===== src/rtl/tone_pkg.sv =====
// Shared types and widths for the sine tone player (ROM reader + 1-bit PWM renderer).
package tone_pkg;
  localparam int ROM_ADDR_W = 5;
  localparam int SAMPLE_W   = 4;
  localparam int PWM_W      = 4;
  localparam logic [PWM_W-1:0] PWM_MID = 4'd8;

  typedef enum logic [1:0] {
    IDLE = 2'd0,
    RUN  = 2'd1,
    STOP = 2'd2
  } tone_state_t;
endpackage


===== src/rtl/pwm_dac_4b.sv =====
// 4-bit PWM DAC: free-running frame counter, duty compare and registered output bit.
// TONE_MIDSCALE_IDLE_EN: when run=0 keep counting and emit a fixed 8/16 duty.
module pwm_dac_4b
  import tone_pkg::*;
(
  input  logic                i_clk,
  input  logic                i_rst,
  input  logic                i_run,
  input  logic [SAMPLE_W-1:0] i_sample,
  output logic                o_tick,
  output logic                o_pwm
);

  logic [PWM_W-1:0] r_cnt;
  logic             r_pwm;
  logic             w_count_en;
  logic             w_pwm_next;

`ifdef TONE_MIDSCALE_IDLE_EN
  assign w_count_en = 1'b1;
`else
  assign w_count_en = i_run;
`endif

  // Tick only matters while playing; an idle free-run must not advance the player.
  assign o_tick = i_run && (r_cnt == {PWM_W{1'b1}});

  // Duty compare for the next output bit.
  always_comb begin
    w_pwm_next = 1'b0;
    if (i_run) begin
      w_pwm_next = (r_cnt < i_sample);
    end else begin
`ifdef TONE_MIDSCALE_IDLE_EN
      w_pwm_next = (r_cnt < PWM_MID);
`else
      w_pwm_next = 1'b0;
`endif
    end
  end

  // Frame counter and registered PWM bit.
  always_ff @(posedge i_clk) begin
    if (i_rst) begin
      r_cnt <= '0;
      r_pwm <= 1'b0;
    end else begin
      r_cnt <= w_count_en ? (r_cnt + 4'd1) : 4'd0;
      r_pwm <= w_pwm_next;
    end
  end

  assign o_pwm = r_pwm;

endmodule


===== src/rtl/sine_tone_player.sv =====
// Sine ROM reader: phase accumulator steps the ROM address, one sample per PWM frame.
// Optional TONE_MIDSCALE_IDLE_EN gives an 8/16 idle duty instead of a silent low pin.
module sine_tone_player
  import tone_pkg::*;
#(
  parameter int ACC_W = 24
) (
  input  logic                  i_clk,
  input  logic                  i_rst,
  input  logic                  i_enable,
  input  logic                  i_tw_load,
  input  logic [ACC_W-1:0]      i_tuning_word,
  output logic [ROM_ADDR_W-1:0] o_rom_addr,
  input  logic [SAMPLE_W-1:0]   i_rom_data,
  output logic                  o_audio_pwm,
  output logic                  o_sample_strobe,
  output logic                  o_busy
);

  tone_state_t             r_state;
  tone_state_t             w_next_state;
  logic [ACC_W-1:0]        r_acc;
  logic [ACC_W-1:0]        r_tw_shadow;
  logic [ACC_W-1:0]        r_tw_active;
  logic [SAMPLE_W-1:0]     r_sample_q;
  logic [ROM_ADDR_W-1:0]   r_rom_addr;
  logic                    r_strobe;
  logic                    r_busy;
  logic                    w_tick;
  logic                    w_run;
  logic                    w_latch;
  logic                    w_acc_add;
  logic                    w_acc_clr;

  assign w_run = (r_state != IDLE);

  pwm_dac_4b u_pwm (
    .i_clk    (i_clk),
    .i_rst    (i_rst),
    .i_run    (w_run),
    .i_sample (r_sample_q),
    .o_tick   (w_tick),
    .o_pwm    (o_audio_pwm)
  );

  // Next-state and datapath control decode.
  always_comb begin
    w_next_state = r_state;
    w_latch      = 1'b0;
    w_acc_add    = 1'b0;
    w_acc_clr    = 1'b0;
    case (r_state)
      IDLE: begin
        w_acc_clr = 1'b1;
        if (i_enable) begin
          w_latch      = 1'b1;
          w_next_state = RUN;
        end else begin
          w_next_state = IDLE;
        end
      end
      RUN: begin
        if (w_tick) begin
          w_latch   = 1'b1;
          w_acc_add = 1'b1;
        end else begin
          w_latch   = 1'b0;
          w_acc_add = 1'b0;
        end
        if (!i_enable) begin
          w_next_state = STOP;
        end else begin
          w_next_state = RUN;
        end
      end
      STOP: begin
        if (w_tick) begin
          w_next_state = IDLE;
          w_acc_clr    = 1'b1;
        end else begin
          w_next_state = STOP;
        end
      end
      default: begin
        w_next_state = IDLE;
        w_acc_clr    = 1'b1;
      end
    endcase
  end

  // State, accumulator, tuning registers and registered outputs.
  always_ff @(posedge i_clk) begin
    if (i_rst) begin
      r_state     <= IDLE;
      r_acc       <= '0;
      r_tw_shadow <= '0;
      r_tw_active <= '0;
      r_sample_q  <= '0;
      r_rom_addr  <= '0;
      r_strobe    <= 1'b0;
      r_busy      <= 1'b0;
    end else begin
      r_state <= w_next_state;
      if (w_acc_clr) begin
        r_acc <= '0;
      end else if (w_acc_add) begin
        r_acc <= r_acc + r_tw_active;
      end
      // Clearing with the accumulator keeps an immediate restart reading address 0.
      r_rom_addr <= w_acc_clr ? {ROM_ADDR_W{1'b0}} : r_acc[ACC_W-1 -: ROM_ADDR_W];
      if (i_tw_load) begin
        r_tw_shadow <= i_tuning_word;
      end
      if (w_latch) begin
        r_tw_active <= r_tw_shadow;
        r_sample_q  <= i_rom_data;
      end
      r_strobe <= w_latch;
      r_busy   <= (w_next_state != IDLE);
    end
  end

  assign o_rom_addr      = r_rom_addr;
  assign o_sample_strobe = r_strobe;
  assign o_busy          = r_busy;

endmodule

===== config.mk =====
export PLATFORM = sky130hd
export DESIGN_NAME = sine_tone_player
export DESIGN_NICKNAME = d
export VERILOG_FILES = /design/src/rtl/tone_pkg.sv /design/src/rtl/pwm_dac_4b.sv /design/src/rtl/sine_tone_player.sv
export SDC_FILE = /design/constraint.sdc
export NUM_CORES = 1
export LEC_CHECK = 0
export ABC_AREA = 1
export CAP_MARGIN = 10
export CELL_PAD_IN_SITES_DETAIL_PLACEMENT = 0
export CELL_PAD_IN_SITES_GLOBAL_PLACEMENT = 1
export CORE_ASPECT_RATIO = 0.9
export CORE_MARGIN = 2
export CORE_UTILIZATION = 41
export DETAILED_ROUTE_END_ITERATION = 6
export GPL_ROUTABILITY_DRIVEN = 0
export GPL_TIMING_DRIVEN = 0
export PLACE_DENSITY = 0.75
export SLEW_MARGIN = 5
export SYNTH_ARGS = -nofsm -noshare
export SYNTH_HDL_FRONTEND = slang
export SYNTH_SLANG_ARGS = --single-unit

===== constraint.sdc =====
create_clock -name i_clk -period 2.1 [get_ports i_clk]
set_input_delay 0.21 -clock i_clk [delete_from_list [all_inputs] [get_ports i_clk]]
set_output_delay 0.21 -clock i_clk [all_outputs]
set_load 0.02 [all_outputs]

# ---- Word-level counts from Yosys, hierarchy flattened
# Index checks and enable logic that the tools add are counted.
dict set report totals {
  regBits 90
  input_bits 32
  out_inout_bits 8
  word_cells 32
}
dict set report op_classes {
  add_sub_neg 2
  magnitude_cmp 1
  eq_ne 3
  mux 9
  bitwise_logic 1
  n_reduce_logical 6
}
# operator n
set op_table {}
lappend op_table {{24-bit adder} 1}
lappend op_table {{2-bit one-hot mux with 3 select lines} 1}
lappend op_table {{4-bit by 1-bit adder with 4-bit output, second input constant} 1}
lappend op_table {{4-bit equality test, second input constant} 1}
lappend op_table {{4-bit less-than comparator} 1}
lappend op_table {{1-bit two-way mux} 4}
lappend op_table {{2-bit two-way mux} 2}
lappend op_table {{1-bit one-hot mux with 2 select lines} 2}
lappend op_table {{2-bit nonzero test} 2}
lappend op_table {{2-bit OR reduction} 2}
lappend op_table {{2-bit by 1-bit equality test with 1-bit output, second input constant} 1}
lappend op_table {{2-bit equality test, second input constant} 1}
lappend op_table {{2-bit zero test} 1}
lappend op_table {{1-bit logical AND} 1}
lappend op_table {{1-bit inverter} 1}

# ---- Longest topological paths before layout
# Gate-level depths: netlist of the first run.
dict set report logic_depth {
  depth_word 5
  ltp_mapped 13
  mapped_depth_nobuf 13
}

# ---- By module
# Synthesis of the first run repeated with hierarchy kept, for this count alone.
dict set report unflattened {
  hier_cells 765
  hier_area_um2 4984.8
}
# mod instances cells_per_inst area_per_inst_um2
set modules_own_cells {}
lappend modules_own_cells {sine_tone_player 1 727 4702.0}
lappend modules_own_cells {pwm_dac_4b 1 38 282.8}

# ---- Worst setup path before layout of the first run
# OpenSTA, ideal clock, no wires.
dict set report synth_path {
  kind {register -> register}
  startpoint {register r_acc[0]}
  endpoint {register r_acc[16]}
  arrival_ns 1.587
  path_slack_ns 0.404
  path_stages_with_launch 13
  path_buffers 0
  period_less_slack_ns 1.696
  cell_sequence {dfxtp_1 ha_1 fa_1 nand3_1 nand3_2 nand2_1 nand2_1 nand3_1 nand2_1 nand2_1 nand3_1 nand2_1 inv_1}
}
dict set report synth_between {
  elab_chain_cells 1
}
# element line
set synth_lines {}
lappend synth_lines {{start: declaration} sine_tone_player.sv:22} ;# logic [ACC_W-1:0] r_acc;
lappend synth_lines {{start signal: assignment} sine_tone_player.sv:107} ;# r_acc <= r_acc + r_tw_active;
lappend synth_lines {{24-bit adder} sine_tone_player.sv:107}
# Every way passes these cells.
# A chain may end at the register's enable or synchronous reset.

# ---- Worst setup path in the final report of the first run
dict set report layout_path {
  startpoint {register r_acc[0]}
  endpoint {register r_acc[22]}
}
# Same word-level chain as after synthesis.

==> flow_summary.ini, run 1 <==
[run_status]
status = finished, final reports clean

[global_route]
grt_pass1_vias = 4199
grt_antenna_before_repair = 0
grt_first_pass_wirelength_um = 19930
grt_max_degree = 18
grtUsageTotal_pct = 19.76
grt_overflow = 0

[sta]
period_needed_ns = 1.942
finalSetupTns_ns = 0
tightest_slew_ns = 0.4149
period_share_pct = 92.45
report.final.slew_viol_count = 0
worst_slack_ns = 0.1585
finalSetupViolations = 0
slew_headroom_pct = 72.34
hold_viol = 0
fmaxAchievable_mhz = 515.1
rsz0062_at_grt = no
fin_skew_ns = 0.009683

[power]
powerDensity_nw_per_um2 = 671.1
ir_worst_vdd_mv = 0.5370
p_leak_uw = 0.002930

[final_layout]
area_growth_pct = 18.48
layout_common_cells = nor2_1, nand2_1, inv_1
layout.cells.non_filler = 976
diodes = 0
design_area_sq_um = 5857
num-fill-cells = 1309
nNetsFinal = 871
drive_gt1_share_pct = 6.618

[critical_path]
max_stage_delay_ns = 0.37
crit_chain = ha_1 > fa_2 > nand2_1 > nor2_2 > nand2_1 > nand3_1 > nand2_2 > nand3_1 > nand2_1 > nand3_1 > nand2_1 > inv_1
rr_worst_depth = 12
crit_end = r_acc[22]
path_common_cell = nand2_1
startpoint = r_acc[0]
cpMaxStageDelayCell = fa_2
reg2reg_to = r_acc[22]
cp_data_arrival_time_ns = 2.19
start_kind = flip-flop
crit_path_max_fanout = 4
worstReg2RegStart = r_acc[0]
crit_type = flip-flop to flip-flop
critPathRequiredTime_ns = 2.35
r2r_slack_ns = 0.16
crit_path_end_kind = flip-flop

[logic_synthesis]
syn_area_sq_um = 4943
yosys.cell_types.count = 33
ys_ff_latch = 90
yosysWarnings = 0
avgSynthCellArea_sq_um = 6.496
synth_seq_area_share_pct = 36.45
netlist_instances = 761
syn_nets = 821

[cts]
clk_latency_ns = 0.35
clockRootBuffer = clkbuf_16
numClockSinks = 90
clockBufferDepth = 2
cts_max_level = 3
cts_tree = yes
cts_hold_buf = 0
clk_pin_slew_ns = 0.07
cts_buffers = 9

[place]
pre_cts_ws_ns = 0.1142
detailed_place_hpwl_um = 9672
placed_cell_area_sq_um = 5534
dp_cells = 960
portBuffers = 39

[floorplan]
start_util_pct = 41.59
die_x_um = 119.7
dieHeight_um = 108.2
die_area_sq_um = 12950
ios = 40
fp.coreArea_sq_um = 11890
rows = 38

[detailed_routing]
wl_um = 12170
ant_nets = 0
detail_route.wl_per_cell_um = 12.47
drcViolationCount = 0
via_per_inst = 4.574
drtPass1Iterations = 4
via_count = 4464
drtIter0Drc = 222

[run]
maxCapViolCount = 0

[hold_path]
holdCritStartpoint = i_tuning_word[15]
hp-class = input port to flip-flop
synth_stat cells:
| library cell | instances | area, sq um |
|---|---|---|
| clkbuf_1 | 9 | 33.78 |
| buf_2 | 5 | 25.02 |
| buf_4 | 5 | 37.54 |
| inv_1 | 116 | 435.4 |
| ha_1 | 27 | 337.8 |
| xnor2_1 | 1 | 8.760 |
| inv_2 | 3 | 11.26 |
| o21a_1 | 1 | 7.510 |
| clkbuf_2 | 1 | 5.000 |
| a21oi_4 | 1 | 16.27 |
| nand3_2 | 3 | 30.03 |
| buf_6 | 1 | 11.26 |
| nand3b_1 | 1 | 7.510 |
| o21ai_0 | 57 | 285.3 |
| dfxtp_1 | 90 | 1802 |
| a21o_1 | 3 | 22.52 |
| nand3b_4 | 1 | 20.02 |
| nand2_1 | 167 | 626.9 |
| nand4_1 | 5 | 31.28 |
| a21oi_2 | 1 | 8.760 |
| nor2_1 | 167 | 626.9 |
| o211ai_1 | 1 | 7.510 |
| o21ai_1 | 7 | 35.03 |
| nor2_2 | 5 | 31.28 |
| nand3_1 | 34 | 170.2 |
| nor2_4 | 2 | 22.52 |
| xor2_1 | 7 | 61.31 |
| and2_1 | 1 | 6.260 |
| nor3_1 | 3 | 15.01 |
| nand2_2 | 6 | 37.54 |
| or2_2 | 1 | 6.260 |
| fa_1 | 1 | 20.02 |
| a21oi_1 | 28 | 140.1 |
sequential cells by signal, indices dropped and copies added, names as in the netlist:
name             cells
r_acc               24
o_sample_strobe      1
o_rom_addr           5
r_sample_q           4
o_busy               1
r_state              2
r_tw_active         24
u_pwm.r_cnt          4
u_pwm.o_pwm          1
r_tw_shadow         24
worst max-delay path: cells and delay by family (launching register included):
kind	cells	cell delay, ns
adders and majority gates	2	0.62
and+or+nand+nor	9	0.88
buffers and inverters	1	0.03
DFF	1	0.32
worst min path at each step:
stage	end	cells after the start
after floorplan	o_busy	1
after global placement	r_sample_q[0]	2
after detailed placement	r_sample_q[0]	2
after CTS	r_tw_shadow[15]	3
after global routing	r_tw_shadow[1]	3
final	r_tw_shadow[15]	3
metal layers:
metal	track usage, %	wire (um)	vias up
met3	4.536	355	15
li1	-	-	2462
met5	0	0	-
met2	32.45	5318	61
met1	26.10	6312	1926
met4	5.714	186	0
logic make-up after synthesis:
logic type / after synthesis / synth area share (%)
adder cells (fa/ha/maj): 28 / 7.239
buffers and inverters: 140 / 11.31
XOR/XNOR: 8 / 1.417
AO/OA/AOI/OAI: 99 / 10.58
flip-flops: 90 / 36.45
AND/OR/NAND/NOR: 396 / 33.00
per-stage QoR:
| stage | power (uW) | hold WS [ns] | utilization [%] |
|---|---|---|---|
| 2_1_floorplan | 2128 | 0.2791 | - |
| 3_3_place_gp | 2280 | 0.4451 | 46.56 |
| 3_5_place_dp | 2289 | 0.4506 | 46.56 |
| 4_1_cts | 3988 | 0.4318 | 49.15 |
| 5_1_grt | 4109 | 0.4499 | 49.27 |
| 6_report | 3931 | 0.4450 | 49.27 |
layout make-up:
cell class              instances  area [sq um]  area share [%]
plain buffers                  21         112.6           1.923
clock buffers                   9         225.2           3.845
flip-flops and latches         90          1802           30.76
inverters                     119         446.7           7.627
multi-input cells             531          2597           44.35
clock inverters                 7         82.58           1.410
well taps                     160         200.2           3.418
repair buffers                 39         390.4           6.665
timing repair:
item | in CTS | in global routing
endpoints found under the hold margin | 0 | 0
buffers inserted | 0 | 0
endpoints found under the setup margin | 0 | 3
resized for setup | 0 | 4
where the power goes:
group	total, uW	switching (uW)	internal (uW)
clock	1680	736	948
sequential	1840	53.6	1790
combinational	402	227	175
total	3930	1020	2910
Power figures use the tool's default switching activity.
==> run 2, diff against run 1 <==
Settings changed: ABC_AREA 1 to not set, CAP_MARGIN 10 to not set, CORE_UTILIZATION 41 to 43.
==> flow_summary.ini, run 2 <==
[sta]
fin_skew_ns = 0.007922
finalSetupViolations = 11
rsz0062_at_grt = yes
report.final.slew_viol_count = 0
hold_viol = 0
finalSetupTns_ns = -1.334
period_needed_ns = 2.349
fmaxAchievable_mhz = 425.7
worst_slack_ns = -0.2491
tightest_slew_ns = 0.7852
slew_headroom_pct = 47.65
period_share_pct = 111.9

[logic_synthesis]
ys_ff_latch = 90
yosys.cell_types.count = 56
synthArstFlopShare_pct = 0
syn_nets = 564
yosysTopAreaCellShare_pct = 41.75
syn_area_sq_um = 4315
synth.area.top_cells = dfxtp_1, a21oi_1, ha_1, nand2_1, mux2i_1
yosysTopAreaCell = dfxtp_1
synthFlopType = dfxtp_1
yosysWarnings = 0
synth_seq_area_share_pct = 41.75
synth-edff-count = 0
avgSynthCellArea_sq_um = 8.562
synth_common_cells = dfxtp_1, nand2_1, a21oi_1, nor2_1, ha_1
netlist_instances = 504

[detailed_routing]
drtIter0Drc = 173
wl_met3_um = 382
via_count = 3628
wl_um = 10010
via_per_inst = 5.183
drtPass1Iterations = 4
wl_met1_um = 5142
wl_met2_um = 4340
ant_nets = 0
drcViolationCount = 0
detail_route.wl_per_cell_um = 14.29
routed.top_layer = met4

[critical_path]
cp_data_arrival_time_ns = 2.62
crit_family = compound AO/OA/AOI/OAI gates
cp_num_buf_inv = 1
crit_path_end_kind = flip-flop
max_stage_delay_ns = 0.35
reg2reg_to = r_acc[18]
r2r_slack_ns = -0.25
crit_end = r_acc[18]
worstReg2RegStart = r_tw_active[0]
crit_path_max_fanout = 5
startpoint = r_tw_active[0]
start_kind = flip-flop
rr_worst_depth = 10
crit_type = flip-flop to flip-flop
cpMaxStageDelayCell = fa_2
crit_chain = ha_4 > fa_2 > a21o_1 > a221oi_4 > o21bai_4 > a31oi_4 > buf_4 > o21ai_2 > xor2_1 > a32o_1
critPathRequiredTime_ns = 2.37
cp.depth = 10

[cts]
clockBufferDepth = 2
numClockSinks = 90
cts_buffers = 9
clk_pin_slew_ns = 0.09
clockRootBuffer = clkbuf_8
cts_tree = yes
clk_latency_ns = 0.37
cts_max_level = 3

[final_layout]
num-fill-cells = 886
nNetsFinal = 629
mostFrequentLayoutCell = nand2_1
drive_gt1_share_pct = 18.29
layout_common_cells = nand2_1, dfxtp_1, a21oi_1
seqCellArea_sq_um = 1828
layout.cells.non_filler = 700
top_regs = r_acc x24, r_tw_active x24, r_tw_shadow x24
final_util_pct = 56.64
diodes = 0
multiInputGateArea_sq_um = 2643
area_growth_pct = 27.31

[global_route]
grt_pass1_vias = 3473
grt_overflow = 0
grt_first_pass_wirelength_um = 16930
grt_antenna_before_repair = 0
grt_max_degree = 16
grtUsageTotal_pct = 20.06

[power]
switching_power_uw = 824.0
p_total_uw = 3405
ir_worst_vdd_mv = 0.4499
powerDensity_nw_per_um2 = 619.8
clkPwrFrac_pct = 38.4
p_leak_uw = 0.002174
p_comb_share_pct = 8.9
seq_power_share_pct = 52.7
internal_power_uw = 2581
switching_share_pct = 24.20

[floorplan]
dieHeight_um = 99.04
ios = 40
rows = 34
die_x_um = 109.6
die_area_sq_um = 10850
start_util_pct = 44.49
fp.coreArea_sq_um = 9699

[run]
maxCapViolCount = 0

[place]
dp_cells = 668
portBuffers = 38
detailed_place_hpwl_um = 7095

[run_status]
status = finished, violations left
violations = setup timing

[hold_path]
holdCritStartpoint = i_tw_load
hp-class = input port to flip-flop
[run 2: cell families after synthesis]
family,Yosys count,synth area share (%)
multiplexers,25,5.828
AO/OA/AOI/OAI,131,19.31
XOR/XNOR,19,3.856
flip-flops,90,41.75
buffers and inverters,30,2.638
adder cells (fa/ha/maj),28,8.292
AND/OR/NAND/NOR,181,18.32
[run 2: layout make-up]
class | count | area share [%]
Multi-Input combinational cell | 384 | 48.10
Tap cell | 126 | 2.870
Buffer | 21 | 1.731
Timing Repair Buffer | 56 | 9.588
Clock inverter | 6 | 1.640
Sequential cell | 90 | 33.27
Clock buffer | 10 | 2.323
Inverter | 7 | 0.4783
[run 2: worst min-delay path by stage]
stage / endpoint / cells after the start / slack (ns)
floorplan: r_sample_q[0] / 2 / 0.35
detailed placement: r_tw_active[0] / 2 / 0.44
CTS: r_tw_shadow[12] / 3 / 0.26
finish: r_tw_shadow[12] / 3 / 0.28
global route: r_tw_shadow[9] / 3 / 0.31
global placement: r_tw_active[0] / 2 / 0.44
[run 2: power groups by stage]
stage	clock network (uW)	registers, uW	logic (uW)
6_report	1310	1800	303
5_1_grt	1440	1800	341
4_1_cts	1350	1800	305
3_5_place_dp	0	1830	292
3_3_place_gp	0	1830	287
2_1_floorplan	0	1830	173
[run 2: tightest hold or removal path: cells and delay by family]
kind          cells  cell delay, ns
simple gates      1            0.07
mux               1            0.16
buf+inv           1            0.18
[run 2: metal layers]
metal / track usage [%] / up-vias
li1: - / 1883
met1: 28.95 / 1665
met2: 29.49 / 69
met3: 4.563 / 11
met4: 6.621 / 0
met5: 0 / -
[run 2: through the flow]
stage / hold slack, ns / setup slack, ns / instance area (sq um)
after floorplan: 0.3460 / -0.1166 / 4333
after global placement: 0.4358 / -0.4284 / 4871
after detailed placement: 0.4390 / -0.4262 / 4871
after CTS: 0.2636 / -0.2119 / 5343
after global routing: 0.3108 / -0.3440 / 5494
final: 0.2752 / -0.2491 / 5494
[run 2: what timing repair did]
item                                    4_1_cts  5_1_grt
endpoints found under the setup margin       42       37
pin swaps                                    11       17
endpoints found under the hold margin         0        0
resized for setup                            35       39
setup buffers                                10        9
hold buffers                                  0        0
==> run 3, diff against run 2 <==
Settings changed: GPL_TIMING_DRIVEN 0 to not set, TNS_END_PERCENT set to 20.
==> flow_summary.ini, run 3 (synthesis results as in run 2) <==
[run_status]
status = finished, violations left
violations = setup timing

[detailed_routing]
via_per_inst = 5.280
drcViolationCount = 0
detail_route.wl_per_cell_um = 14.55
ant_nets = 0
via_count = 3659
drtPass1Iterations = 4
wl_um = 10080
drtIter0Drc = 171

[sta]
hold_viol = 0
slew_headroom_pct = 56.74
finalSetupViolations = 10
rsz0062_at_grt = yes
fmaxAchievable_mhz = 448.1
period_share_pct = 106.3
fin_skew_ns = 0.01416
period_needed_ns = 2.231
tightest_slew_ns = 0.6489
report.final.slew_viol_count = 0
worst_slack_ns = -0.1314

[cts]
clockRootBuffer = clkbuf_8
clk_latency_ns = 0.37
clk_pin_slew_ns = 0.09
numClockSinks = 90
cts_max_level = 3
cts_tree = yes
clockBufferDepth = 2
cts_buffers = 9

[final_layout]
top_regs = r_acc x24, r_tw_active x24, r_tw_shadow x24
area_growth_pct = 23.83
final_util_pct = 55.10
mostFrequentLayoutCell = nand2_1
design_area_sq_um = 5344
diodes = 0
nNetsFinal = 623
layout_common_cells = nand2_1, dfxtp_1, a21oi_1
drive_gt1_share_pct = 15.17
num-fill-cells = 900

[power]
p_leak_uw = 0.002159
ir_worst_vdd_mv = 0.4638
powerDensity_nw_per_um2 = 604.5

[global_route]
grt_max_degree = 30
grt_antenna_before_repair = 0
grt_pass1_vias = 3498
grt_overflow = 0
grt_first_pass_wirelength_um = 16840
grtUsageTotal_pct = 19.82

[floorplan]
start_util_pct = 44.49
die_x_um = 109.6
dieHeight_um = 99.04
fp.coreArea_sq_um = 9699
rows = 34
ios = 40
die_area_sq_um = 10850

[place]
portBuffers = 39
detailed_place_hpwl_um = 6939
pre_cts_ws_ns = -0.1724
placed_cell_area_sq_um = 5004

[critical_path]
critPathRequiredTime_ns = 2.34
start_kind = flip-flop
crit_type = flip-flop to flip-flop
worstReg2RegStart = r_acc[4]
cp_data_arrival_time_ns = 2.47
crit_path_end_kind = flip-flop
crit_path_max_fanout = 4
startpoint = r_acc[4]

[run]
maxCapViolCount = 0

[hold_path]
hp-class = input port to flip-flop
holdCritStartpoint = i_rst
-- run 3: cell types whose count changed in the layout (fill, tap and decap cells not counted), sizes merged --
cell,change
clkbuf,-14
buf,+10
bufinv,-2
clkinv,-1
clkinvlp,+1
inv,-1
-- run 3: metal layers --
layer	wire, um	share of wire [%]	track usage (%)
met2	4274	42	28.92
met4	136	1.3	6.621
met3	466	4.6	5.026
met5	0	0	0
met1	5207	52	28.38
-- run 3: timing repair --
item	in CTS	in global routing
gates resized for setup	13	11
hold endpoints to repair	0	0
setup buffers	0	2
setup endpoints to repair	12	15
hold buffers	0	0
pin swaps	4	10
-- run 3: report_power, final --
part           total (uW)  switching [uW]  internal, uW
Sequential           1790            33.4          1760
Clock                1130             608           523
Combinational         305             157           149
Total                3230             798          2430
-- run 3: layout make-up --
cell class / instances / area (sq um) / area share [%]
Inverter: 7 / 26.28 / 0.4917
Sequential cell: 90 / 1810 / 33.88
Timing Repair Buffer: 71 / 625.6 / 11.71
Clock inverter: 3 / 23.77 / 0.4449
Multi-Input combinational cell: 384 / 2535 / 47.44
Tap cell: 126 / 157.7 / 2.950
Clock buffer: 12 / 165.2 / 3.091
-- run 3: worst paths after layout --
| path | to | slack, ns | depth (start not counted) |
|---|---|---|---|
| worst max-delay path | r_acc[15] | -0.13 | 8 |
| worst min-delay path | r_state[1] | 0.08 | 2 |
| worst max register to register | r_acc[15] | -0.13 | 8 |
| worst min register to register | r_tw_active[0] | 0.45 | 2 |
-- run 3: critical path, stage by stage (launching register included) --
cell and delay [ns]:
dfxtp_2 0.35, ha_4 0.28, o211a_1 0.18, a211oi_2 0.08
or4_4 0.52, a211oi_4 0.33, buf_4 0.17, xnor2_1 0.11
a21oi_1 0.09
-- run 3: per-stage QoR --
step	power (uW)	std cells	TNS (ns)	hold WS, ns
finish	3230	693	-0.5904	0.08204
floorplan	2000	504	-0.3403	0.3460
global placement	2126	676	-0.6275	0.4402
CTS	3261	691	-0.6356	0.06288
detailed placement	2134	676	-1.036	0.4468
global route	3381	693	-1.977	0.07284
